$ cat src/rtl/spi_slave.sv
// SPI mode-0 responder with oversampled pins, one-deep TX buffer and RX holding register.
// Optional macro SPI_SLAVE_OVERRUN_EN: keep the unread word and flag rx_overrun instead of overwriting.
module spi_slave #(
  parameter int unsigned           DATA_WIDTH  = 8,
  parameter int unsigned           SYNC_STAGES = 2,
  parameter logic [DATA_WIDTH-1:0] FILL_BYTE   = 8'hFF
) (
  input  logic                  clk,
  input  logic                  reset,
  input  logic                  sclk,
  input  logic                  cs,
  input  logic                  mosi,
  output logic                  miso,
  input  logic [DATA_WIDTH-1:0] tx_data,
  input  logic                  tx_wr,
  output logic                  tx_ready,
  output logic [DATA_WIDTH-1:0] rx_data,
  output logic                  rx_avail,
  input  logic                  rx_rd,
  output logic                  rx_overrun,
  output logic                  busy
);

  localparam int unsigned CNT_W = (DATA_WIDTH > 2) ? $clog2(DATA_WIDTH) : 1;
  localparam logic [CNT_W-1:0] LAST_BIT = CNT_W'(DATA_WIDTH - 1);

  typedef enum logic {
    IDLE,
    ACTIVE
  } state_t;

  logic [SYNC_STAGES-1:0] sclk_sync_q;
  logic [SYNC_STAGES-1:0] cs_sync_q;
  logic [SYNC_STAGES-1:0] mosi_sync_q;
  logic                   sclk_prev_q;
  logic                   cs_prev_q;

  state_t                  state_q;
  logic [CNT_W-1:0]        bit_cnt_q;
  logic [DATA_WIDTH-2:0]   rx_shift_q;
  logic [DATA_WIDTH-1:0]   tx_shift_q;
  logic [DATA_WIDTH-1:0]   tx_buf_q;
  logic                    tx_full_q;
  logic [DATA_WIDTH-1:0]   rx_data_q;
  logic                    rx_avail_q;
  logic                    rx_overrun_q;
  logic                    miso_q;
  logic                    busy_q;

  logic                  sclk_s, cs_s, mosi_s;
  logic                  sclk_rise, sclk_fall, cs_rise, cs_fall;
  logic [DATA_WIDTH-1:0] tx_next_d;
  logic [DATA_WIDTH-1:0] rx_word_d;
  logic [CNT_W-1:0]      miso_idx;

  // cs synchroniser resets high so an idle bus never looks like a select
  always_ff @(posedge clk or posedge reset) begin
    if (reset) begin
      sclk_sync_q <= '0;
      cs_sync_q   <= '1;
      mosi_sync_q <= '0;
    end else begin
      sclk_sync_q <= {sclk_sync_q[SYNC_STAGES-2:0], sclk};
      cs_sync_q   <= {cs_sync_q[SYNC_STAGES-2:0], cs};
      mosi_sync_q <= {mosi_sync_q[SYNC_STAGES-2:0], mosi};
    end
  end

  assign sclk_s    = sclk_sync_q[SYNC_STAGES-1];
  assign cs_s      = cs_sync_q[SYNC_STAGES-1];
  assign mosi_s    = mosi_sync_q[SYNC_STAGES-1];
  assign sclk_rise = sclk_s & ~sclk_prev_q;
  assign sclk_fall = ~sclk_s & sclk_prev_q;
  assign cs_rise   = cs_s & ~cs_prev_q;
  assign cs_fall   = ~cs_s & cs_prev_q;

  assign tx_next_d = tx_full_q ? tx_buf_q : FILL_BYTE;
  assign rx_word_d = {rx_shift_q, mosi_s};
  assign miso_idx  = LAST_BIT - bit_cnt_q;

  // Writes are refused while the next word's MSB is already previewed on miso
  assign tx_ready = ~tx_full_q & ~((state_q == ACTIVE) && (bit_cnt_q == '0));

  always_ff @(posedge clk or posedge reset) begin
    if (reset) begin
      sclk_prev_q  <= 1'b0;
      cs_prev_q    <= 1'b1;
      state_q      <= IDLE;
      bit_cnt_q    <= '0;
      rx_shift_q   <= '0;
      tx_shift_q   <= '0;
      tx_buf_q     <= '0;
      tx_full_q    <= 1'b0;
      rx_data_q    <= '0;
      rx_avail_q   <= 1'b0;
      rx_overrun_q <= 1'b0;
      miso_q       <= 1'b0;
      busy_q       <= 1'b0;
    end else begin
      sclk_prev_q <= sclk_s;
      cs_prev_q   <= cs_s;

      if (tx_wr && tx_ready) begin
        tx_buf_q  <= tx_data;
        tx_full_q <= 1'b1;
      end

      if (rx_rd && rx_avail_q) begin
        rx_avail_q   <= 1'b0;
        rx_overrun_q <= 1'b0;
      end

      case (state_q)
        IDLE: begin
          if (cs_fall) begin
            state_q   <= ACTIVE;
            bit_cnt_q <= '0;
            miso_q    <= tx_next_d[DATA_WIDTH-1];
            busy_q    <= 1'b1;
          end
        end
        ACTIVE: begin
          if (cs_rise) begin
            state_q    <= IDLE;
            bit_cnt_q  <= '0;
            rx_shift_q <= '0;
            miso_q     <= 1'b0;
            busy_q     <= 1'b0;
          end else if (sclk_rise) begin
            rx_shift_q <= rx_word_d[DATA_WIDTH-2:0];
            if (bit_cnt_q == '0) begin
              tx_shift_q <= tx_next_d;
              tx_full_q  <= 1'b0;
            end
            if (bit_cnt_q == LAST_BIT) begin
              bit_cnt_q <= '0;
`ifdef SPI_SLAVE_OVERRUN_EN
              if (rx_avail_q && !rx_rd) begin
                rx_overrun_q <= 1'b1;
              end else begin
                rx_data_q  <= rx_word_d;
                rx_avail_q <= 1'b1;
              end
`else
              rx_data_q  <= rx_word_d;
              rx_avail_q <= 1'b1;
`endif
            end else begin
              bit_cnt_q <= bit_cnt_q + 1'b1;
            end
          end else if (sclk_fall) begin
            miso_q <= (bit_cnt_q == '0) ? tx_next_d[DATA_WIDTH-1] : tx_shift_q[miso_idx];
          end
        end
        default: state_q <= IDLE;
      endcase
    end
  end

  assign miso       = miso_q;
  assign rx_data    = rx_data_q;
  assign rx_avail   = rx_avail_q;
  assign rx_overrun = rx_overrun_q;
  assign busy       = busy_q;

endmodule

$ cat config.mk
export PLATFORM = sky130hd
export DESIGN_NAME = spi_slave
export DESIGN_NICKNAME = d
export VERILOG_FILES = /design/src/rtl/spi_slave.sv
export SDC_FILE = /design/constraint.sdc
export NUM_CORES = 1
export LEC_CHECK = 0
export CAP_MARGIN = 10
export CORE_ASPECT_RATIO = 1.5
export CORE_MARGIN = 2
export CORE_UTILIZATION = 45
export DETAILED_ROUTE_END_ITERATION = 10
export GPL_TIMING_DRIVEN = 0
export PLACE_DENSITY = 0.73
export SLEW_MARGIN = 15
export SYNTH_ARGS = -nofsm -noshare
export SYNTH_HDL_FRONTEND = slang
export SYNTH_SLANG_ARGS = --single-unit
export TNS_END_PERCENT = 100
$ cat constraint.sdc
create_clock -name clk -period 1.8 [get_ports clk]
set_input_delay 0.18 -clock clk [delete_from_list [all_inputs] [get_ports clk]]
set_output_delay 0.18 -clock clk [all_outputs]
set_load 0.03 [all_outputs]
# Word-level counts from Yosys, hierarchy flattened
# Index checks and enable logic that the tools add are counted.
[word_totals]
regBits = 47
in_bits = 15
word_cells = 80
[op_classes]
n_addsub = 2
order_cmp = 1
eq_ne = 6
muxes = 32
bitwise_logic = 13
reduce_logical = 11
[ops]
columns = ["op", "count"]
rows = [
  ["$mux 1", 20],
  ["$mux 7", 2],
  ["$mux 3", 4],
  ["$mux 8", 1],
  ["$not 1->1", 8],
  ["$reduce_and 4->1", 2],
  ["$ne 3x1->1 const B", 2],
  ["$pmux 1 s2", 3],
  ["$pmux 3 s2", 1],
  ["$reduce_and 2->1", 3],
  ["$and 1x1->1", 5],
  ["$lt 3x4->1 const B", 1],
  ["$add 3x1->3 const B", 1],
  ["$bmux 1 s3", 1],
  ["$eq 3x3->1 const B", 1],
  ["$logic_and 1x1->1", 3],
  ["$logic_not 3->1", 1],
  ["$ne 3x2->1 const B", 1],
  ["$reduce_and 3->1", 1],
  ["$sub 3x3->3 const A", 1],
  ["$ne 2x1->1 const B", 1],
  ["$ne 2x2->1 const B", 1],
  ["$reduce_bool 2->1", 1],
]

# Depth between registers and ports, before layout
[depth]
word_depth = 10
mapped_depth = 8

# Worst setup path after synthesis
# No wires, ideal clock.
[synth_path]
kind = "register to register"
start = "register bit_cnt_q[0]"
end = "register tx_buf_q[0]"
setup_ns = 0.125
t_arrival_ns = 1.745
required_ns = 1.675
slack_ns = -0.069
stages_incl_launch_ff = 8
period_less_slack_ns = 1.869
path_cell_list = "dfrtp_1 -> buf_6 -> inv_1 -> ha_1 -> nor2b_1 -> a21oi_2 -> nand2_2 -> mux2_2"
[synth_between]
elab_chain_len = 5
[synth_rtl]
columns = ["item", "line_no", "text"]
rows = [
  ["from (decl)", "39", "logic [CNT_W-1:0] bit_cnt_q;"],
  ["from (signal assigned)", "149", "bit_cnt_q <= bit_cnt_q + 1'b1;"],
  ["$logic_not 3->1", "82", "assign tx_ready = ~tx_full_q & ~((state_q == ACTIVE) && (bit_cnt_q == '0));"],
  ["$logic_and 1x1->1", "82", ""],
  ["$not 1->1", "82", ""],
  ["$and 1x1->1", "82", ""],
  ["net tx_ready", "16", "output logic tx_ready,"],
  ["$logic_and 1x1->1", "103", "if (tx_wr && tx_ready) begin"],
  ["to (signal assigned)", "104", "tx_buf_q <= tx_data;"],
  ["to (decl)", "42", "logic [DATA_WIDTH-1:0] tx_buf_q;"],
]
# The timed path passes the listed nets, and every way through them passes these cells.
# A chain may end at the register's enable or synchronous reset.

# Worst setup path after layout
[layout_path]
start = "register bit_cnt_q[0]"
end = "register tx_buf_q[7]"
[layout_between]
elab_chain_len = 5
[layout_rtl]
columns = ["item", "line_no"]
rows = [
  ["$logic_not 3->1", "82"],
  ["$logic_and 1x1->1", "82"],
  ["$not 1->1", "82"],
  ["$and 1x1->1", "82"],
  ["$logic_and 1x1->1", "103"],
]
# Every way passes these cells.

==> metrics.yaml <==
clock_tree:
  cts_sinks: 47
  root_buffer: "clkbuf_8"
  clk_latency_ps: 300
  cts.clk_slew.worst_paths_ps: 90
  htreeDepth: 2
  cts_buffers: 5
  cts_hold_buf: 0
  cts_tree: "yes"
  clock_path_buffers: 2
pwr:
  p_sw_w: 0.0009466
  p_per_area_nw_per_um2: 1288
  seqPwrFrac_pct: 46.5
  intPower_w: 0.002218
  sw_frac_of_total_pct: 29.91
  p_leak_nw: 1.146
  p_clk_share_pct: 23.9
  p_comb_share_pct: 29.6
  max-vdd-ir-drop_mv: 1.182
critical_path:
  worstPathArrival_ps: 1950
  cp.required_ps: 1980
  critical-path-top-delay-family: "flip-flops"
  r2r_start: "bit_cnt_q[0]$_DFFE_PP0P_"
  cp_num_buf_inv: 2
  critical_path_class: "reg2reg"
  slowest_stage: "dfrtp_1"
  cp_max_fo: 9
  path_cells: "buf_6, inv_1, ha_1, nor2b_4, a21oi_4, nand2_2, mux2_2"
  critPathMaxStageDelay_ps: 400
  end_kind: "flip-flop"
  cp-startpoint: "bit_cnt_q[0]$_DFFE_PP0P_"
  start_kind: "flip-flop"
cells_and_area:
  nNetsFinal: 207
  antenna_cells: 0
  area_delta_synth_final_pct: 24.78
  drive_gt1_share_pct: 25.79
  layout.cells.non_filler: 236
synth:
  synthCells: 153
  synth_compound_area_share_pct: 10.17
  synth_edf_count: 0
  synth_top_family_by_area: "multiplexers"
  synth_xor_area_share_pct: 0
  ys_seq_elements: 47
  synth_top_flop_cell: "dfrtp_1"
  synthSimpleGateAreaFrac_pct: 10.17
  syn-num-nets: 171
  synthAdderAreaFrac_pct: 1.906
  synth_seq_area_share_pct: 59.91
  yosys_warnings: 0
  syn_area_um2: 1969
  synthArstFlopShare_pct: 100.0
  synthDistinctLibCells: 34
  syn_area_per_cell_um2: 12.87
  synthMuxAreaShare_pct: 14.23
drt:
  routed_wl_mm: 3.251
  via_count: 1245
  ant_nets: 0
  first_pass_iters: 4
  via_per_inst: 5.275
  drc: 0
  post_drt_wl_per_cell_um: 13.78
  drt-initial-drc-count: 16
die:
  fp.dieH_um: 85.02
  design.core.area_um2: 4209
  die_width_um: 58.02
  rows: 29
  io_pins: 28
  die_area_um2: 4932
  start_util_pct: 46.79
global_routing:
  grt_max_degree: 31
  grtUsageTotal_pct: 14.58
  grt_pass1_wl_mm: 5.740
  grt_pass1_vias: 1314
  antenna_found_initial: 0
  gr-total-overflow: 0
placement:
  dp_cells: 226
  dpl.hpwl_mm: 2.390
  portBuffers: 26
  gp_congestion: 0.9563
status:
  status: "complete, no violations"
timing:
  fin_crit_sh_pct: 98.26
  fmax_mhz: 565.4
  min_period_ps: 1769
  maxSlewViolCount: 0
  setup_viol: 0
  hold_viol_final: 0
  setup_tns_ps: 0
  skew_ps: 5.225
job:
  maxCapViolations: 0
hold_path:
  hp-class: "in2async"
final timing paths:
check | endpoint | slack [ps] | cells past startpoint
worst max-delay path | tx_buf_q[7]$_DFFE_PP0P_ | 30 | 7
worst min-delay path | rx_data[1]$_DFFE_PP0P_ | 180 | 2
max in group asynchronous | cs_prev_q$_DFF_PP1_ | 1070 | 3
worst max register to register | tx_buf_q[7]$_DFFE_PP0P_ | 30 | 7
min in group clk | cs_sync_q[0]$_DFF_PP1_ | 280 | 1
worst min register to register | sclk_sync_q[1]$_DFF_PP0_ | 360 | 0
synth_stat cells (2+ instances only):
| cell type | count | area (um^2) |
|---|---|---|
| a21oi_1 | 4 | 20.02 |
| a22o_1 | 7 | 61.31 |
| buf_2 | 3 | 15.01 |
| buf_6 | 2 | 22.52 |
| dfrtp_1 | 44 | 1101 |
| dfstp_2 | 3 | 78.83 |
| ha_1 | 3 | 37.54 |
| inv_1 | 6 | 22.52 |
| mux2_2 | 12 | 135.1 |
| mux2_4 | 9 | 135.1 |
| nand2_1 | 14 | 52.55 |
| nand2b_1 | 3 | 18.77 |
| nand4_1 | 2 | 12.51 |
| nor2_1 | 9 | 33.78 |
| nor2b_1 | 3 | 18.77 |
| o21ai_0 | 11 | 55.05 |
metrics by stage:
stage,total power (W),utilization [%],instance area (um^2),worst slack (ps),hold WS [ps]
finish,0.003165,58.38,2457,31.27,176.4
global route,0.003362,58.38,2457,-28.65,210.0
CTS,0.003155,58.09,2445,8.474,188.5
detailed placement,0.002382,54.99,2315,-207.6,342.8
global placement,0.002332,54.52,2295,-330.9,337.2
floorplan,0.002138,-,1977,32.24,184.5
cell usage in the layout, fill, tap and decap left out, drive strengths merged:
cell	instances
dfrtp	44
clkdlybuf4s50	25
mux2	21
nand2	15
o21ai	12
buf	10
nor2	9
a22o	7
inv	6
clkbuf	5
a21oi	5
nand2b	4
nor2b	4
ha	3
dfstp	3
nand4	2
clkinv	2
and3	1
a21boi	1
o22ai	1
nor4	1
mux2i	1
o311ai	1
a221o	1
nand3	1
nor3	1
a32o	1
a211oi	1
conb	1
bufinv	1
power groups by stage:
stage	logic, W	clock network (W)	registers [W]
4_1_cts	0.000911	0.000773	0.00147
3_3_place_gp	0.000853	0	0.00148
6_report	0.000937	0.000758	0.00147
3_5_place_dp	0.000890	0	0.00149
5_1_grt	0.00104	0.000822	0.00150
2_1_floorplan	0.000649	0	0.00149
what timing repair did:
| action | in CTS | in global routing |
|---|---|---|
| gates resized for setup | 10 | 1 |
| setup endpoints to repair | 17 | 16 |
| endpoints found under the hold margin | 0 | 0 |
| pin swaps | 2 | 0 |
| setup buffers | 1 | 1 |
sequential cells by signal, indices dropped and copies added, names as in the netlist:
register / cells
tx_shift_q: 8
rx_shift_q: 7
rx_avail: 1
tx_full_q: 1
sclk_prev_q: 1
state_q: 1
mosi_sync_q: 2
busy: 1
rx_data: 8
cs_sync_q: 2
tx_buf_q: 8
bit_cnt_q: 3
miso: 1
cs_prev_q: 1
sclk_sync_q: 2
logic make-up (layout without fill, tap and decap cells):
logic type	count (synthesis)	count (layout)
flip-flops	47	47
AND/OR/NAND/NOR	38	38
AO/OA/AOI/OAI	30	30
multiplexers	22	22
buffers and inverters	12	49
adder cells (fa/ha/maj)	3	3
other	1	1
worst reg2reg max path, cell delays in order, from the launching register on:
cell	delay [ps]
dfrtp_1	400
buf_6	150
inv_1	60
ha_1	220
nor2b_4	210
a21oi_4	80
nand2_2	170
mux2_2	360
area by class of cell:
| class | instances | area [um^2] |
|---|---|---|
| plain buffers | 6 | 51.30 |
| multi-input cells | 94 | 737.0 |
| fillers | 370 | 1752 |
| clock inverters | 3 | 43.79 |
| inverters | 6 | 22.52 |
| clock buffers | 5 | 68.82 |
| flip-flops and latches | 47 | 1180 |
| well taps | 46 | 57.56 |
| repair buffers | 29 | 296.5 |
routing by layer:
layer  wire length (um)  vias up  global-route usage [%]  part of all wire, %
met4                 56        0                   4.863                  1.7
met2               1779       30                   26.76                   55
met3                140        8                   3.506                  4.3
met5                  0        -                       0                    0
li1                   -      598                       -                    -
met1               1274      609                   15.98                   39
(Power assumes the default switching activity.)
